`src/rtl/add_serial_pkg.sv`:
```
// add_serial_pkg
// Shared definitions for the serial add/subtract unit: the controller
// state encoding used by add_sub_serial.
package add_serial_pkg;

    // Controller states. Encoding is fixed so other blocks and debug
    // tooling can decode the 2-bit state value directly.
    typedef enum logic [1:0] {
        IDLE = 2'd0,
        ADD  = 2'd1,
        DONE = 2'd2
    } state_t;

endpackage

```
`src/rtl/add_serial_slice.sv`:
```
// add_serial_slice
// Combinational BPC-bit ripple-carry adder, one chunk of the serial datapath.
// Ports:
//   a, b   - BPC-bit operand chunks
//   cin    - carry into bit 0
//   sum    - BPC-bit sum chunk
//   c_msb  - carry into the chunk's top bit (used for signed overflow)
//   cout   - carry out of the chunk's top bit
module add_serial_slice #(
    parameter int BPC = 1
) (
    input  logic [BPC-1:0] a,
    input  logic [BPC-1:0] b,
    input  logic           cin,
    output logic [BPC-1:0] sum,
    output logic           c_msb,
    output logic           cout
);

    logic [BPC:0] c;

    assign c[0] = cin;

    for (genvar i = 0; i < BPC; i++) begin : g_bit
        assign sum[i]   = a[i] ^ b[i] ^ c[i];
        assign c[i + 1] = (a[i] & b[i]) | (c[i] & (a[i] ^ b[i]));
    end

    assign c_msb = c[BPC-1];
    assign cout  = c[BPC];

endmodule

```
`src/rtl/add_sub_serial.sv`:
```
// add_sub_serial
// Bit-serial (BPC bits per cycle) adder/subtractor with an IDLE/ADD/DONE
// handshake. Subtraction is a + ~b + 1, so the carry register is seeded
// with sub and b is inverted on load.
// Ports:
//   clk, rst   - clock, asynchronous active-high reset
//   en         - start request (sampled in IDLE); sub/a/b captured with it
//   sub        - 0 = a+b, 1 = a-b
//   a, b       - WIDTH-bit operands
//   ack        - result consumed (sampled in DONE)
//   out        - WIDTH-bit result register
//   cout       - final carry (for sub: 1 = no borrow)
//   ovf        - two's-complement signed overflow
//   busy, done - high in ADD / DONE respectively
module add_sub_serial
    import add_serial_pkg::*;
#(
    parameter int WIDTH = 8,
    parameter int BPC   = 1
) (
    input  logic             clk,
    input  logic             rst,
    input  logic             en,
    input  logic             sub,
    input  logic [WIDTH-1:0] a,
    input  logic [WIDTH-1:0] b,
    input  logic             ack,
    output logic [WIDTH-1:0] out,
    output logic             cout,
    output logic             ovf,
    output logic             busy,
    output logic             done
);

    localparam int NCHUNK = WIDTH / BPC;
    localparam int CW     = (NCHUNK > 1) ? $clog2(NCHUNK) : 1;
    localparam logic [CW-1:0] LAST = CW'(NCHUNK - 1);

    state_t           state, state_next;
    logic [WIDTH-1:0] a_reg, b_reg;
    logic             carry;
    logic [CW-1:0]    count;
    logic             last;

    logic [BPC-1:0]       sum;
    logic                 c_msb, c_out;
    logic [WIDTH+BPC-1:0] out_cat;

    add_serial_slice #(.BPC(BPC)) u_slice (
        .a     (a_reg[BPC-1:0]),
        .b     (b_reg[BPC-1:0]),
        .cin   (carry),
        .sum   (sum),
        .c_msb (c_msb),
        .cout  (c_out)
    );

    // New chunk enters at the MSB end; after NCHUNK shifts the first chunk
    // has reached bit 0. Concatenation keeps this legal when BPC == WIDTH.
    assign out_cat = {sum, out};
    assign last    = (count == LAST);

    always_ff @(posedge clk or posedge rst) begin
        if (rst) state <= IDLE;
        else     state <= state_next;
    end

    always_comb begin
        state_next = state;
        case (state)
            IDLE:    if (en)   state_next = ADD;
            ADD:     if (last) state_next = DONE;
            DONE:    if (ack)  state_next = IDLE;
            default:           state_next = IDLE;
        endcase
    end

    assign busy = (state == ADD);
    assign done = (state == DONE);

    always_ff @(posedge clk or posedge rst) begin
        if (rst) begin
            a_reg <= '0;
            b_reg <= '0;
            carry <= 1'b0;
            count <= '0;
            out   <= '0;
            cout  <= 1'b0;
            ovf   <= 1'b0;
        end else begin
            case (state)
                IDLE: begin
                    if (en) begin
                        a_reg <= a;
                        b_reg <= sub ? ~b : b;
                        carry <= sub;
                        count <= '0;
                        out   <= '0;
                    end
                end
                ADD: begin
                    out   <= out_cat[WIDTH+BPC-1:BPC];
                    a_reg <= a_reg >> BPC;
                    b_reg <= b_reg >> BPC;
                    carry <= c_out;
                    // Flags only change on the final chunk so they stay
                    // stable through DONE; count stops at LAST (no wrap).
                    if (last) begin
                        cout <= c_out;
                        ovf  <= c_msb ^ c_out;
                    end else begin
                        count <= count + CW'(1);
                    end
                end
                default: ;
            endcase
        end
    end

endmodule

```
`config.mk`:
```
export PLATFORM = sky130hd
export DESIGN_NAME = add_sub_serial
export DESIGN_NICKNAME = d
export VERILOG_FILES = /design/src/rtl/add_serial_pkg.sv /design/src/rtl/add_serial_slice.sv /design/src/rtl/add_sub_serial.sv
export SDC_FILE = /design/constraint.sdc
export NUM_CORES = 1
export LEC_CHECK = 0
export ABC_AREA = 1
export BUFFER_PORTS_ARGS = -buffer_cell sky130_fd_sc_hd__buf_2
export CAP_MARGIN = 20
export CORE_MARGIN = 8
export CORE_UTILIZATION = 45
export CTS_CLUSTER_SIZE = 12
export DETAILED_ROUTE_END_ITERATION = 10
export GPL_ROUTABILITY_DRIVEN = 0
export PLACE_DENSITY_LB_ADDON = 0.08
export RECOVER_POWER = 50
export SETUP_SLACK_MARGIN = 0.05
export SLEW_MARGIN = 10
export SYNTH_ARGS = -nofsm -noshare
export SYNTH_HDL_FRONTEND = slang
export SYNTH_SLANG_ARGS = --single-unit
```
`constraint.sdc`:
```
create_clock -name clk -period 1.7 [get_ports clk]
set_clock_uncertainty 0.05 [all_clocks]
set_input_delay 0.255 -clock clk [delete_from_list [all_inputs] [get_ports clk]]
set_output_delay 0.255 -clock clk [all_outputs]
set_load 0.02 [all_outputs]
```
==> load_flow_metrics.sql <==
INSERT INTO impl_metrics (metric_group, metric, value, unit) VALUES
('timing', 'setup_total_negative_slack', '0', 'ns'),
('finish', 'final-instance-count-excl-fill', '310', ''),
('grt', 'antenna_found_initial', '0', ''),
('pwr', 'power.ir.vdd_worst', '0.000874', 'V'),
('timing', 'slew_violations', '0', ''),
('timing', 'post-route-min-period', '1.55', 'ns'),
('setup_path', 'crit_type', 'reg2out', ''),
('setup_path', 'crit_slowest_cell', 'dfrtp_1', ''),
('route', 'drt_wl_total', '3.63', 'mm'),
('synthesis', 'synth.ff_latch_count', '32', ''),
('finish', 'drive_gt1_share', '17.9', '%'),
('route', 'routedWlPerCell', '11.7', 'µm'),
('setup_path', 'required', '1.39', 'ns'),
('floorplanning', 'placeableCoreArea', '0.00358', 'mm²'),
('pwr', 'static-leakage-power', '0.00113', 'µW'),
('placement', 'detailedPlacementHpwl', '2.63', 'mm'),
('grt', 'groute.layer.met2.usage', '23.4', '%'),
('cts', 'cts.path.max_buffers', '2', ''),
('synthesis', 'syn_avg_cell_area', '7.35', 'µm²'),
('pwr', 'power_density', '1790', 'mW/mm²'),
('synthesis', 'synth.distinct_cells', '19', ''),
('floorplanning', 'die_width', '76.2', 'µm'),
('finish', 'num-nets-final', '285', ''),
('cts', 'clk_transition_reported_paths', '0.12', 'ns'),
('cts', 'tritoncts_num_sinks', '32', ''),
('grt', 'groute.layer.met3.usage', '4.48', '%'),
('setup_path', 'startpoint_class_of_the_critical_path', 'flop', ''),
('timing', 'finalHoldViolCount', '0', ''),
('finish', 'commonest_cells_after_routing_fill_and_taps_aside', 'nand2_1 (119), dfrtp_1 (31), buf_2 (26), nand3_1 (25), inv_1 (18)', ''),
('cts', 'worstSkewPairLatency', '0.33', 'ns'),
('min_path', 'min_path_type', 'in2reg', ''),
('placement', 'placed_cells_incl_taps', '301', ''),
('grt', 'grt.overflow.total', '0', ''),
('cts', 'cts_setup_buffers', '0', ''),
('timing', 'setup_viol_count_final', '0', ''),
('floorplanning', 'io_pins', '33', ''),
('cts', 'cts_tree', 'yes', ''),
('placement', 'dpl_cell_area', '0.00186', 'mm²'),
('finish', 'filler_cell_count', '369', ''),
('outcome', 'status', 'finished clean', ''),
('grt', 'grt_util_met1', '15.4', '%'),
('floorplanning', 'initial_utilization', '45.6', '%'),
('finish', 'utilization', '54.3', '%'),
('synthesis', 'cells_after_synthesis', '222', ''),
('setup_path', 'path_max_fanout', '13', ''),
('grt', 'global_route.peak_usage_layer', 'met2', ''),
('cts', 'tritoncts.num_buffers', '5', ''),
('synthesis', 'netlist_area', '0.00163', 'mm²'),
('synthesis', 'number_of_nets_in_the_synthesized_netlist', '246', ''),
('cts', 'htreeDepth', '2', ''),
('flow_run', 'max_cap_viol_count', '0', ''),
('grt', 'wire_length_of_the_first_global_routing_pass', '6.61', 'mm'),
('timing', 'worst-slew-pin-transition', '0.784', 'ns'),
('route', 'detailedRoute.firstPassIterationCount', '4', ''),
('finish', 'diodes', '0', ''),
('finish', 'final_cell_area', '0.00194', 'mm²'),
('route', 'drtIter0Drc', '57', ''),
('placement', 'placement.io_buffers', '32', ''),
('timing', 'share_of_the_cycle_needed_by_the_critical_path_after_routing', '91.2', '%'),
('setup_path', 'worst_path_largest_cell_delay', '0.45', 'ns'),
('setup_path', 'crit_arrival', '1.25', 'ns'),
('route', 'drt.antenna.violating_nets', '0', ''),
('route', 'drc', '0', ''),
('synthesis', 'synth.yosys.warnings', '0', ''),
('grt', 'number_of_global_route_vias_before_repair', '1524', ''),
('finish', 'regArea', '802', 'µm²'),
('finish', 'mostFrequentLayoutCell', 'nand2_1', ''),
('floorplanning', 'dieHeight', '76.2', 'µm'),
('cts', 'clockRootBuffer', 'clkbuf_4', ''),
('timing', 'rsz_0062_raised_after_global_routing', 'yes', ''),
('route', 'total_via_count_in_the_routed_design', '1428', ''),
('floorplanning', 'die_area', '0.00581', 'mm²'),
('finish', 'area.growth.synth_to_final', '19.1', '%'),
('setup_path', 'crit_path_end_kind', 'primary output', ''),
('grt', 'globalRouteTotalUtil', '13.4', '%'),
('finish', 'multiInputGateArea', '713', 'µm²'),
('timing', 'slew-limit-headroom', '47.7', '%'),
('grt', 'maximum_number_of_pins_on_one_net_before_global_route_repair', '33', ''),
('timing', 'fmaxAchievable', '645', 'MHz'),
('setup_path', 'critical_path.cell_chain', 'inv_2 > nor2_1 > buf_2', ''),
('route', 'vias_per_cell', '4.61', ''),
('floorplanning', 'placement_rows', '22', ''),
('synthesis', 'seq_area_frac_synth', '49.1', '%');
[final timing paths]
| check | start | endpoint | slack (ns) | cells after the start |
|---|---|---|---|---|
| max in group asynchronous | rst | state[0]$_DFFE_PP0P_ | 0.42 | 4 |
| setup reg to reg | state[1]$_DFFE_PP0P_ | a_reg[0]$_DFFE_PP0P_ | 0.30 | 6 |
| hold reg to reg | out[0]$_DFFE_PP0P_ | out[0]$_DFFE_PP0P_ | 0.43 | 2 |
| setup / recovery | state[1]$_DFFE_PP0P_ | done | 0.15 | 3 |
| min in group asynchronous | rst | state[1]$_DFFE_PP0P_ | 0.63 | 4 |
| hold / removal | ack | state[1]$_DFFE_PP0P_ | 0.06 | 2 |
[logic make-up after synthesis]
family	Yosys count	synth area share, %
buffers and inverters	28	7.52
adders and majority gates	3	2.76
and+or+nand+nor	151	37.1
xor gates and xnor gates	1	0.537
AOI/OAI and AO/OA	7	2.99
DFF	32	49.1
[final cells by class]
type                    count  share of cell area [%]
clock buffers               5                    1.93
well taps                  48                    3.09
repair buffers             40                    10.9
inverters                  20                    3.86
flip-flops and latches     32                    41.3
clock inverters             3                    2.19
multi-input cells         162                    36.7
[Yosys cell counts]
| master | instances | area [µm²] |
|---|---|---|
| dfrtp_1 | 32 | 801 |
| nand4_1 | 1 | 6.26 |
| ha_1 | 2 | 25.0 |
| o21ai_0 | 4 | 20.0 |
| o21ai_1 | 1 | 5.00 |
| buf_2 | 2 | 10.0 |
| o21ai_4 | 1 | 16.3 |
| nand2_2 | 1 | 6.26 |
| inv_1 | 18 | 67.6 |
| fa_1 | 1 | 20.0 |
| inv_2 | 2 | 7.51 |
| o31ai_1 | 1 | 7.51 |
| xor2_1 | 1 | 8.76 |
| nor2_2 | 1 | 6.26 |
| buf_4 | 4 | 30.0 |
| nand3_1 | 25 | 125 |
| clkbuf_1 | 2 | 7.51 |
| nand2_1 | 119 | 447 |
| nor2_1 | 4 | 15.0 |
[power by group]
group	leakage (µW)	internal (µW)	switching (µW)
Sequential	0.000410	1110	228
Clock	0.0000412	307	266
Combinational	0.000683	562	1010
Total	0.00113	1970	1510
[worst max-delay path: cells and delay by family (launching register included)]
family        cells  cell delay, ns
flops             1            0.45
buf+inv           2            0.38
simple gates      1            0.08
[per-stage QoR]
step | hold slack [ns] | total power [µW] | worst slack [ns]
global route | 0.0614 | 3830 | 0.0488
detailed placement | 0.317 | 2950 | 0.314
floorplan | 0.303 | 2480 | 0.386
finish | 0.0573 | 3480 | 0.149
global placement | 0.312 | 2920 | 0.323
CTS | 0.0609 | 3530 | 0.0837
[per-layer routing]
| metal | routed length, µm | share of wire, % | vias up |
|---|---|---|---|
| met1 | 1740 | 48 | 643 |
| li1 | - | - | 758 |
| met5 | 0 | 0 | - |
| met3 | 184 | 5.1 | 2 |
| met2 | 1680 | 46 | 25 |
| met4 | 21 | 0.58 | 0 |
[repair_timing]
action	4_1_cts	5_1_grt
resized for setup	1	1
endpoints found under the hold margin	32	0
endpoints found under the setup margin	1	1
hold buffers	1	0
cloned	0	0
Power figures use the tool's default switching activity.
